===== src/rtl/factorial_pkg.sv =====
// Shared definitions for the factorial responder: FSM state encoding,
// default operand limit and the reset value of the result register.
package factorial_pkg;

  // Largest n whose factorial fits in a 32-bit result.
  localparam int MAX_N_DEFAULT = 12;

  // Value driven on result out of reset and on an out-of-range request.
  localparam int RESULT_RST = 0;

  // Controller states.
  typedef enum logic [2:0] {
    ST_IDLE  = 3'd0,
    ST_CHECK = 3'd1,
    ST_MUL   = 3'd2,
    ST_DEC   = 3'd3,
    ST_DONE  = 3'd4
  } state_e;

endpackage


===== src/rtl/factorial_responder_shift_add_mul.sv =====
// Sequential DATA_WIDTH x N_WIDTH shift-add multiplier. Multiplier bits are
// consumed LSB first, one per step; o_last flags the step that completes it.
module shift_add_mul #(
  parameter int DATA_WIDTH = 32,
  parameter int N_WIDTH    = 4
) (
  input  logic                  clk,
  input  logic                  reset_n,
  input  logic                  i_load,
  input  logic                  i_step,
  input  logic [DATA_WIDTH-1:0] i_a,
  input  logic [N_WIDTH-1:0]    i_b,
  output logic                  o_last,
  output logic                  o_valid,
  output logic [DATA_WIDTH-1:0] o_prod
);

  localparam int PW = DATA_WIDTH + N_WIDTH;
  localparam int IW = (N_WIDTH > 1) ? $clog2(N_WIDTH) : 1;

  logic [DATA_WIDTH-1:0] r_a;
  logic [N_WIDTH-1:0]    r_b;
  logic [PW-1:0]         r_prod;
  logic [IW-1:0]         r_idx;
  logic                  r_valid;
  logic [PW-1:0]         w_partial;

  // Partial product contributed by the current multiplier bit.
  always_comb begin
    w_partial = '0;
    if (r_b[r_idx]) begin
      w_partial = {{N_WIDTH{1'b0}}, r_a} << r_idx;
    end else begin
      w_partial = '0;
    end
  end

  assign o_last  = (r_idx == IW'(N_WIDTH - 1));
  assign o_valid = r_valid;
  // Callers only ever multiply values whose product fits DATA_WIDTH.
  assign o_prod  = r_prod[DATA_WIDTH-1:0];

  // Operand capture on load, accumulate one partial product per step.
  always_ff @(posedge clk or negedge reset_n) begin
    if (!reset_n) begin
      r_a     <= '0;
      r_b     <= '0;
      r_prod  <= '0;
      r_idx   <= '0;
      r_valid <= 1'b0;
    end else if (i_load) begin
      r_a     <= i_a;
      r_b     <= i_b;
      r_prod  <= '0;
      r_idx   <= '0;
      r_valid <= 1'b0;
    end else if (i_step) begin
      r_prod  <= r_prod + w_partial;
      r_idx   <= r_idx + IW'(1);
      r_valid <= o_last;
    end
  end

endmodule


===== src/rtl/factorial_responder.sv =====
// Responder side of the start/done/result factorial handshake. Computes n!
// iteratively: acc starts at 1 and is multiplied by cnt, cnt-1, ... down to 2.
module factorial_responder
  import factorial_pkg::*;
#(
  parameter int DATA_WIDTH = 32,
  parameter int N_WIDTH    = 4,
  parameter int MAX_N      = MAX_N_DEFAULT
) (
  input  logic                  clk,
  input  logic                  reset_n,
  input  logic                  start,
  input  logic [N_WIDTH-1:0]    n,
  output logic                  busy,
  output logic                  done,
  output logic [DATA_WIDTH-1:0] result,
  output logic                  error
);

  state_e                r_state, w_state_nxt;
  logic [N_WIDTH-1:0]    r_cnt, w_cnt_nxt;
  logic [DATA_WIDTH-1:0] r_acc, w_acc_nxt;
  logic [DATA_WIDTH-1:0] r_result, w_result_nxt;
  logic                  r_busy, w_busy_nxt;
  logic                  r_done, w_done_nxt;
  logic                  r_error, w_error_nxt;
  logic                  w_load, w_step, w_last, w_valid;
  logic [DATA_WIDTH-1:0] w_prod;
  logic                  w_too_big, w_trivial;

  assign w_too_big = (r_cnt > N_WIDTH'(MAX_N));
  assign w_trivial = (r_cnt <= N_WIDTH'(1));

  assign busy   = r_busy;
  assign done   = r_done;
  assign result = r_result;
  assign error  = r_error;

  shift_add_mul #(
    .DATA_WIDTH(DATA_WIDTH),
    .N_WIDTH   (N_WIDTH)
  ) u_mul (
    .clk    (clk),
    .reset_n(reset_n),
    .i_load (w_load),
    .i_step (w_step),
    .i_a    (r_acc),
    .i_b    (r_cnt),
    .o_last (w_last),
    .o_valid(w_valid),
    .o_prod (w_prod)
  );

  // State register.
  always_ff @(posedge clk or negedge reset_n) begin
    if (!reset_n) begin
      r_state <= ST_IDLE;
    end else begin
      r_state <= w_state_nxt;
    end
  end

  // Next-state decode.
  always_comb begin
    w_state_nxt = r_state;
    case (r_state)
      ST_IDLE:  w_state_nxt = start ? ST_CHECK : ST_IDLE;
      ST_CHECK: w_state_nxt = (w_too_big || w_trivial) ? ST_DONE : ST_MUL;
      ST_MUL:   w_state_nxt = w_last ? ST_DEC : ST_MUL;
      ST_DEC:   w_state_nxt = ST_CHECK;
      ST_DONE:  w_state_nxt = start ? ST_DONE : ST_IDLE;
      default:  w_state_nxt = ST_IDLE;
    endcase
  end

  // Datapath and handshake outputs for the upcoming cycle.
  always_comb begin
    w_cnt_nxt    = r_cnt;
    w_acc_nxt    = r_acc;
    w_result_nxt = r_result;
    w_busy_nxt   = r_busy;
    w_done_nxt   = r_done;
    w_error_nxt  = r_error;
    w_load       = 1'b0;
    w_step       = 1'b0;
    case (r_state)
      ST_IDLE: begin
        if (start) begin
          w_cnt_nxt   = n;
          w_acc_nxt   = DATA_WIDTH'(1);
          w_error_nxt = 1'b0;
          w_busy_nxt  = 1'b1;
        end else begin
          w_busy_nxt  = 1'b0;
        end
      end
      ST_CHECK: begin
        if (w_too_big) begin
          w_error_nxt  = 1'b1;
          w_result_nxt = DATA_WIDTH'(RESULT_RST);
          w_done_nxt   = 1'b1;
          w_busy_nxt   = 1'b0;
        end else if (w_trivial) begin
          w_result_nxt = r_acc;
          w_done_nxt   = 1'b1;
          w_busy_nxt   = 1'b0;
        end else begin
          w_load = 1'b1;
        end
      end
      ST_MUL: begin
        w_step = 1'b1;
      end
      ST_DEC: begin
        if (w_valid) begin
          w_acc_nxt = w_prod;
        end else begin
          w_acc_nxt = r_acc;
        end
        w_cnt_nxt = r_cnt - N_WIDTH'(1);
      end
      ST_DONE: begin
        if (!start) begin
          w_done_nxt = 1'b0;
        end else begin
          w_done_nxt = 1'b1;
        end
      end
      default: begin
        w_busy_nxt = 1'b0;
        w_done_nxt = 1'b0;
      end
    endcase
  end

  // Datapath and output registers.
  always_ff @(posedge clk or negedge reset_n) begin
    if (!reset_n) begin
      r_cnt    <= '0;
      r_acc    <= '0;
      r_result <= DATA_WIDTH'(RESULT_RST);
      r_busy   <= 1'b0;
      r_done   <= 1'b0;
      r_error  <= 1'b0;
    end else begin
      r_cnt    <= w_cnt_nxt;
      r_acc    <= w_acc_nxt;
      r_result <= w_result_nxt;
      r_busy   <= w_busy_nxt;
      r_done   <= w_done_nxt;
      r_error  <= w_error_nxt;
    end
  end

endmodule


===== config.mk =====
export PLATFORM = sky130hd
export DESIGN_NAME = factorial_responder
export DESIGN_NICKNAME = d
export VERILOG_FILES = /design/src/rtl/factorial_pkg.sv /design/src/rtl/factorial_responder_shift_add_mul.sv /design/src/rtl/factorial_responder.sv
export SDC_FILE = /design/constraint.sdc
export NUM_CORES = 1
export LEC_CHECK = 0
export BUFFER_PORTS_ARGS = -buffer_cell sky130_fd_sc_hd__buf_2
export CAP_MARGIN = 25
export CORE_ASPECT_RATIO = 0.5
export CORE_MARGIN = 4
export CORE_UTILIZATION = 45
export CTS_CLUSTER_DIAMETER = 150
export DETAILED_ROUTE_END_ITERATION = 8
export MAX_ROUTING_LAYER = met4
export PLACE_DENSITY = 0.73
export SYNTH_ARGS = -nofsm -noshare
export SYNTH_HDL_FRONTEND = slang
export SYNTH_SLANG_ARGS = --single-unit

===== constraint.sdc =====
create_clock -name clk -period 3.84 [get_ports clk]
set_input_delay 0.384 -clock clk [delete_from_list [all_inputs] [get_ports clk]]
set_output_delay 0.384 -clock clk [all_outputs]
set_load 0.02 [all_outputs]

==> results.cfg <==
[critical_path]
worstPathArrival_ps = 3950
crit_type = flip-flop to flip-flop
crit_path_end_kind = flip-flop
cp_max_fo = 29
slowest_stage = dfrtp_1
cp_num_buf_inv = 1
cp_cell_sequence = mux2_2 > o21ai_2 > buf_8 > nor2b_1 > ha_1 > a21o_1 > a221oi_4 > o211ai_1 > o21ai_1 > a31oi_1 > a221o_1 > a31oi_1 > o211ai_1
critical-path-top-delay-family = compound AO/OA/AOI/OAI gates
regToRegSetupSlack_ps = 180
critPathRequiredTime_ps = 4120
max_stage_delay_ps = 430
setup.worst_path.start_class = flip-flop

[clock_network]
clk_latency_ps = 430
cts_tree = done
clk_transition_reported_paths_ps = 70
cts-root-buf = clkbuf_16
cts.sinks = 145
h-tree-depth = 4
cts.hold.buffers_added = 0
clk_path_buf_depth = 2
numCtsBuffers = 17

[die]
core_um2 = 17800
ios = 42
rows = 34
die_y_um = 105
start_util_pct = 47.0
die_area_um2 = 21000
dieWidth_um = 201

[synthesis]
ys_ff_latch = 145
syn_avg_cell_area_um2 = 8.83
async_flop_share_pct = 100
ys_types = 58
synth_nets = 991
syn_area_um2 = 8380
yosysSeqAreaShare_pct = 43.3
ys.flop_type = dfrtp_1
syn-instance-count = 949
yosys_warnings = 0
synth_edf_count = 0

[power_and_ir_drop]
leakagePower_nw = 4.67
peakVddDrop_v = 0.000499
pwr-share-comb_pct = 44.7
switchingPower_mw = 3.33
clkPwrFrac_pct = 21.5
pwr_density_cell_nw_per_um2 = 800
fin_total_pwr_mw = 7.64
p_sw_share_pct = 43.5
p_int_mw = 4.31
p_seq_share_pct = 33.9

[finish]
area_growth_pct = 14.0
stdcell_count = 1236
post-route-util_pct = 53.6
drive_gt1_share_pct = 15.0
nets = 1032
design_area_um2 = 9550
n_antenna_cell = 0

[grt]
grt-ovfl-total = 0
antenna_found_initial = 0
grt_pass1_wl_um = 36900
grt_max_degree = 88
grt_pass1_vias = 7079
track_usage_pct = 22.2

[timing]
drv_slew = 0
rsz0062_at_grt = false
relSlewSlack_pct = 33.2
setup_slack_ps = 176
timing.final.crit_share_pct = 95.4
max_freq_mhz = 273
period_minus_slack_ps = 3660
finalSetupViolations = 0
whs_ps = -25.4
final.setup_skew_ps = 16.9
final-hold-violation-count = 5
tightest_slew_ps = 1000
tns_ps = 0

[placement]
place_congestion = 0.882
dp_hpwl_um = 14900
place_worst_setup_slack_ps = 22.5
numPlacedInstances = 1200
io_buffers = 41
place_area_um2 = 8930

[detailed_routing]
avgViaCountPerCell = 5.80
first_pass_iters = 5
via_count = 7172
drtIter0Drc = 674
drc_errors = 0
ant_nets = 0
finalWirelength_um = 22100
avgRoutedWirePerCell_um = 17.9

[min_path]
min_path_type = input port to async pin

[outcome]
violations = hold timing
status = finished, violations left

[flow_run]
cap_violations = 0
## cell type report
| cell class | count | area, µm² |
|---|---|---|
| fillers | 1563 | 8270 |
| multi-input cells | 735 | 4500 |
| flip-flops and latches | 145 | 3630 |
| repair buffers | 77 | 505 |
| clock buffers | 17 | 425 |
| well taps | 234 | 293 |
| clock inverters | 14 | 145 |
| inverters | 14 | 52.6 |
## kinds of logic after synthesis
group | count (synthesis) | synth area share, %
muxes | 34 | 8.25
buffers and inverters | 69 | 3.15
adders and majority gates | 35 | 5.31
and+or+nand+nor | 457 | 23.7
DFF | 145 | 43.3
AOI/OAI and AO/OA | 185 | 13.8
xor gates and xnor gates | 24 | 2.51
## routing by layer
layer | vias up | GRT usage, % | wire [µm]
li1 | 3366 | - | -
met1 | 3548 | 29.8 | 10200
met2 | 216 | 35.0 | 10400
met3 | 42 | 3.93 | 1130
met4 | 0 | 6.23 | 389
met5 | - | - | 0
## Yosys cell counts, types with 2 or more instances
cell	instances	area share (%)
a211oi_1	4	0.36
a21o_1	14	1.3
a21oi_1	38	2.3
a221o_1	2	0.24
a311oi_1	2	0.21
a31oi_1	11	0.82
and2_1	6	0.45
and3_1	8	0.60
buf_1	4	0.18
buf_2	4	0.24
clkbuf_1	47	2.1
dfrtp_1	145	43
ha_1	34	5.1
inv_1	14	0.63
mux2i_1	5	0.60
mux4_2	28	7.5
nand2_1	291	13
nand2b_1	6	0.45
nand3_1	57	3.4
nand3b_1	4	0.36
nand4_1	3	0.22
nor2_1	31	1.4
nor2b_1	32	2.4
nor3_1	9	0.54
o211ai_1	6	0.54
o21a_1	4	0.36
o21ai_0	80	4.8
o21bai_1	2	0.18
o31ai_1	3	0.27
or3_1	4	0.30
or4_1	2	0.18
xnor2_1	17	1.8
xor2_1	7	0.73
## worst paths after layout
| kind | cells after the start | from | to |
|---|---|---|---|
| setup / recovery | 13 | u_mul.r_idx[1] | u_mul.r_prod[30] |
| hold / removal | 1 | reset_n | result[5] |
| setup reg to reg | 13 | u_mul.r_idx[1] | u_mul.r_prod[30] |
| hold reg to reg | 2 | result[26] | result[26] |
| max in group asynchronous | 2 | reset_n | r_acc[23] |
| min in group clk | 3 | n[0] | r_cnt[0] |
## sequential cells by signal (all words and copies together) (netlist names)
| signal | cells |
|---|---|
| busy | 1 |
| done | 1 |
| error | 1 |
| r_acc | 32 |
| r_cnt | 4 |
| r_state | 3 |
| result | 32 |
| u_mul.o_valid | 1 |
| u_mul.r_a | 32 |
| u_mul.r_b | 4 |
| u_mul.r_idx | 2 |
| u_mul.r_prod | 32 |
## cell usage in the layout, fill, tap and decap left out, types with 17 or more instances in the layout
cell type,Yosys,routed
a21oi_1,38,38
buf_2,4,40
buf_4,0,33
clkbuf_16,0,17
dfrtp_1,145,144
ha_1,34,34
mux4_2,28,28
nand2_1,291,290
nand3_1,57,57
nor2_1,31,30
nor2b_1,32,32
o21ai_0,80,77
xnor2_1,17,17
## power by group through the flow
| stage | registers, mW | logic [mW] | clock network, mW |
|---|---|---|---|
| finish | 2.59 | 3.41 | 1.64 |
| global route | 2.66 | 3.76 | 1.74 |
| CTS | 2.58 | 3.33 | 1.67 |
| detailed placement | 2.59 | 3.28 | 0 |
| global placement | 2.57 | 3.20 | 0 |
| floorplan | 2.55 | 2.30 | 0 |
## repair_timing
item,4_1_cts,5_1_grt
buffers inserted,0,5
endpoints found under the setup margin,1,8
gates resized for setup,1,5
No activity file was read; power rests on OpenSTA's default activity.
